### config.mk
export PLATFORM = sky130hd
export DESIGN_NAME = clock_time_ctrl
export DESIGN_NICKNAME = d
export VERILOG_FILES = /design/src/rtl/clock_time_ctrl.sv
export SDC_FILE = /design/constraint.sdc
export NUM_CORES = 1
export LEC_CHECK = 0
export BUFFER_PORTS_ARGS = -buffer_cell sky130_fd_sc_hd__buf_2
export CORE_MARGIN = 1
export CORE_UTILIZATION = 41
export CTS_CLUSTER_SIZE = 30
export DETAILED_ROUTE_END_ITERATION = 8
export SYNTH_ARGS = -nofsm -noshare
export SYNTH_HDL_FRONTEND = slang
export SYNTH_SLANG_ARGS = --single-unit
### constraint.sdc
create_clock -name clk -period 2.4 [get_ports clk]
set_clock_uncertainty 0.2 [all_clocks]
set_input_delay 0.36 -clock clk [delete_from_list [all_inputs] [get_ports clk]]
set_output_delay 0.36 -clock clk [all_outputs]
set_load 0.005 [all_outputs]
### src/rtl/clock_time_ctrl.sv
// Timekeeping controller: seconds/minutes/hours counters driven by a 1 Hz enable,
// plus the run / set-hours / set-minutes state machine for user time setting.
module clock_time_ctrl #(
  parameter int unsigned HOURS_MAX = 24
) (
  input  logic       clk,
  input  logic       reset,
  input  logic       tick_1hz,
  input  logic       mode_btn,
  input  logic       inc_btn,
  output logic [4:0] hours,
  output logic [5:0] minutes,
  output logic [5:0] seconds,
  output logic [1:0] mode,
  output logic       blink,
  output logic       day_wrap
);

  localparam int unsigned HOUR_W = 5;
  localparam int unsigned MS_W   = 6;
  localparam logic [HOUR_W-1:0] HOUR_LAST = HOUR_W'(HOURS_MAX - 1);
  localparam logic [MS_W-1:0]   MS_LAST   = MS_W'(59);

  typedef enum logic [1:0] {
    ST_RUN     = 2'd0,
    ST_SET_HR  = 2'd1,
    ST_SET_MIN = 2'd2,
    ST_BAD     = 2'd3
  } state_t;

  state_t            state, state_nxt;
  logic [HOUR_W-1:0] hours_nxt;
  logic [MS_W-1:0]   minutes_nxt, seconds_nxt;
  logic              blink_nxt, day_wrap_nxt;

  // Wrap detection: the last legal value or anything beyond it reloads zero.
  logic sec_wrap, min_wrap, hr_wrap;
  logic sec_last, min_last, hr_last;
  assign sec_last = (seconds == MS_LAST);
  assign min_last = (minutes == MS_LAST);
  assign hr_last  = (hours == HOUR_LAST);
  assign sec_wrap = (seconds >= MS_LAST);
  assign min_wrap = (minutes >= MS_LAST);
  assign hr_wrap  = (hours >= HOUR_LAST);

  always_ff @(posedge clk) begin
    if (reset) begin
      state    <= ST_RUN;
      hours    <= '0;
      minutes  <= '0;
      seconds  <= '0;
      blink    <= 1'b0;
      day_wrap <= 1'b0;
    end else begin
      state    <= state_nxt;
      hours    <= hours_nxt;
      minutes  <= minutes_nxt;
      seconds  <= seconds_nxt;
      blink    <= blink_nxt;
      day_wrap <= day_wrap_nxt;
    end
  end

  assign mode = state;

  // Next-state and next-time decode; all actions keyed on the current state.
  always_comb begin
    state_nxt    = state;
    hours_nxt    = hours;
    minutes_nxt  = minutes;
    seconds_nxt  = seconds;
    blink_nxt    = blink;
    day_wrap_nxt = 1'b0;
    unique case (state)
      ST_RUN: begin
        if (tick_1hz) begin
          seconds_nxt = sec_wrap ? '0 : seconds + MS_W'(1);
          if (sec_last) begin
            minutes_nxt = min_wrap ? '0 : minutes + MS_W'(1);
            if (min_last) begin
              hours_nxt = hr_wrap ? '0 : hours + HOUR_W'(1);
              day_wrap_nxt = hr_last;
            end
          end
        end
        if (mode_btn) begin
          state_nxt = ST_SET_HR;
          blink_nxt = 1'b1;
        end
      end
      ST_SET_HR: begin
        if (inc_btn)  hours_nxt = hr_wrap ? '0 : hours + HOUR_W'(1);
        if (tick_1hz) blink_nxt = ~blink;
        if (mode_btn) begin
          state_nxt = ST_SET_MIN;
          blink_nxt = 1'b1;
        end
      end
      ST_SET_MIN: begin
        if (inc_btn)  minutes_nxt = min_wrap ? '0 : minutes + MS_W'(1);
        if (tick_1hz) blink_nxt = ~blink;
        if (mode_btn) begin
          state_nxt   = ST_RUN;
          seconds_nxt = '0;
          blink_nxt   = 1'b0;
        end
      end
      default: begin
        state_nxt = ST_RUN;
        blink_nxt = 1'b0;
      end
    endcase
  end

endmodule

==> metrics.yaml <==
drt_iter0_drc: 88
routed_wl_um: 2760
wl_per_cell_um: 14.1
endpoint_kind: "flip-flop"
htree_levels: 1
grt.overflow.total: 0
cp-start-kind: "flip-flop"
start_util: 0.441
clock_latency_ns: 0.32
grt.total_usage: 0.181
crit_start: "minutes[0]"
ctsResizeCount: 0
crit_required_ns: 2.46
die_area_mm2: 0.00327
synth_edf_count: 0
clockRootBuffer: "clkbuf_4"
cts.path.max_buffers: 2
cts.sinks: 21
max_slew_margin: 0.684
worstSetupEndpoint: "hours[3]"
setup_viol: 0
die_w_um: 57.2
fin_setup_tns_ns: 0
netlist_instances: 143
boundaryPins: 26
drtPass1Iterations: 6
rr_worst_depth: 5
num_rows: 19
fill_cells: 282
area_delta_synth_final_pct: 10.1
timing.rr.start: "minutes[0]"
drc: 5
final_common_cell: "buf_2"
grt_pass1_vias: 1003
rr_endpoint: "hours[3]"
yosysWarnings: 0
p_leak_uw: 0.000527
rsz0062_at_grt: "false"
ant_nets: 0
ys.flop_type: "dfxtp_1"
die_h_um: 57.2
rrSetupSlack_ns: 0.27
min_period_ns: 2.13
path_max_fanout: 8
crit_type: "flip-flop to flip-flop"
via_per_inst: 5.96
ys_ff_latch: 21
layout_common_cells: "buf_2, dfxtp_1, nand3_1"
core_area_mm2: 0.00283
peakVddDrop_v: 0.000305
grt_max_degree: 24
power_uw: 648
maxCapViolations: 0
grt_pass1_wl_um: 4660
synth_nets: 151
final_core_util: 0.486
avgSynthCellArea_um2: 8.73
worst_slew_pin_slew_ns: 0.474
antenna_found_initial: 0
path_clk_slew_ns: 0.13
synth_area_mm2: 0.00125
num-nets-final: 174
status: "complete, but fails checks"
min_path_type: "input pin to flip-flop"
post_cts_buffers: 0
max_clock_freq_mhz: 470
violations: "DRC"
gp_congestion: 0.842
cp.arrival_ns: 2.19
numCtsBuffers: 3
port_buffers: 25
drive_gt1_frac: 0.224
synth-seq-area-share: 0.337
ys_types: 51
cts_tree: "yes"
drv_slew: 0
async_reset_ff_frac: 0
diodes: 0
cts_hold_buffers: 0
vias: 1168
fin_crit_sh: 0.887
hold_violations: 0
hpwlAfterDp_um: 1950
power.density_mw_per_mm2: 472
per-stage QoR:
| stage | std cells | setup slack [ns] | cell area [um2] | hold WS (ns) |
|---|---|---|---|---|
| 3_5_place_dp | 192 | 0.286 | 1350 | 0.304 |
| 5_1_grt | 196 | 0.105 | 1380 | 0.162 |
| 3_3_place_gp | 192 | 0.376 | 1350 | 0.289 |
| 6_report | 196 | 0.272 | 1380 | 0.150 |
| 4_1_cts | 196 | 0.276 | 1380 | 0.149 |
| 2_1_floorplan | 143 | 0.437 | 1250 | 0.292 |
synthesized netlist by cell type (all sizes together), types with 3 or more instances:
library cell  number  share of area
and2               3          0.016
nor2              10          0.030
nand2b             3          0.015
a21oi             10          0.040
nand3             12          0.048
dfxtp             21           0.34
o21ai              5          0.020
a31oi              3          0.027
nand2             10          0.030
inv                3         0.0090
nor3               4          0.016
o2111ai            3          0.021
or4                3          0.018
buf                6          0.044
and3               3          0.019
ha                 3          0.030
worst min path at each step:
stage | start | endpoint | slack, ns | cells past startpoint
2_1_floorplan | minutes[5] | minutes[5] | 0.29 | 2
3_3_place_gp | minutes[1] | minutes[1] | 0.29 | 2
3_5_place_dp | minutes[1] | minutes[1] | 0.30 | 2
4_1_cts | tick_1hz | blink | 0.15 | 3
5_1_grt | tick_1hz | blink | 0.16 | 3
6_report | tick_1hz | blink | 0.15 | 3
sequential cells by signal, indices dropped and copies added, names as in the netlist:
register,flops
day_wrap,1
hours,5
mode,2
seconds,6
blink,1
minutes,6
where the power goes:
part	internal [uW]	switching (uW)
Sequential	360	20.5
Combinational	35.2	49.7
Clock	62.5	120
worst max-delay path: stages (launching register included):
cell and delay, ns:
dfxtp_1 0.40, ha_1 0.30, nor4b_2 0.25, nand4_1 0.31, a2111o_1 0.45, a31oi_1 0.16
per-layer routing:
layer	vias up	routed length, um	track usage	part of all wire
li1	596	-	-	-
met2	25	1280	0.296	0.46
met1	542	1330	0.240	0.48
met3	5	108	0.0340	0.039
met4	0	39	0.0627	0.014
met5	-	0	0	0
layout make-up:
| class | count | area, um2 | share of cell area |
|---|---|---|---|
| multi-input cells | 110 | 741 | 0.539 |
| well taps | 31 | 38.8 | 0.0282 |
| clock buffers | 3 | 22.5 | 0.0164 |
| inverters | 4 | 15.0 | 0.0109 |
| flip-flops and latches | 21 | 420 | 0.306 |
| repair buffers | 26 | 133 | 0.0965 |
| clock inverters | 1 | 5.00 | 0.00364 |
cell families after synthesis:
| kind of cell | after synthesis | share of synthesized area |
|---|---|---|
| buffers and inverters | 12 | 0.0701 |
| AOI/OAI and AO/OA | 39 | 0.234 |
| xor gates and xnor gates | 1 | 0.00702 |
| muxes | 2 | 0.0160 |
| and+or+nand+nor | 64 | 0.298 |
| adders and majority gates | 4 | 0.0381 |
| DFF | 21 | 0.337 |
Power figures use the tool's default switching activity.
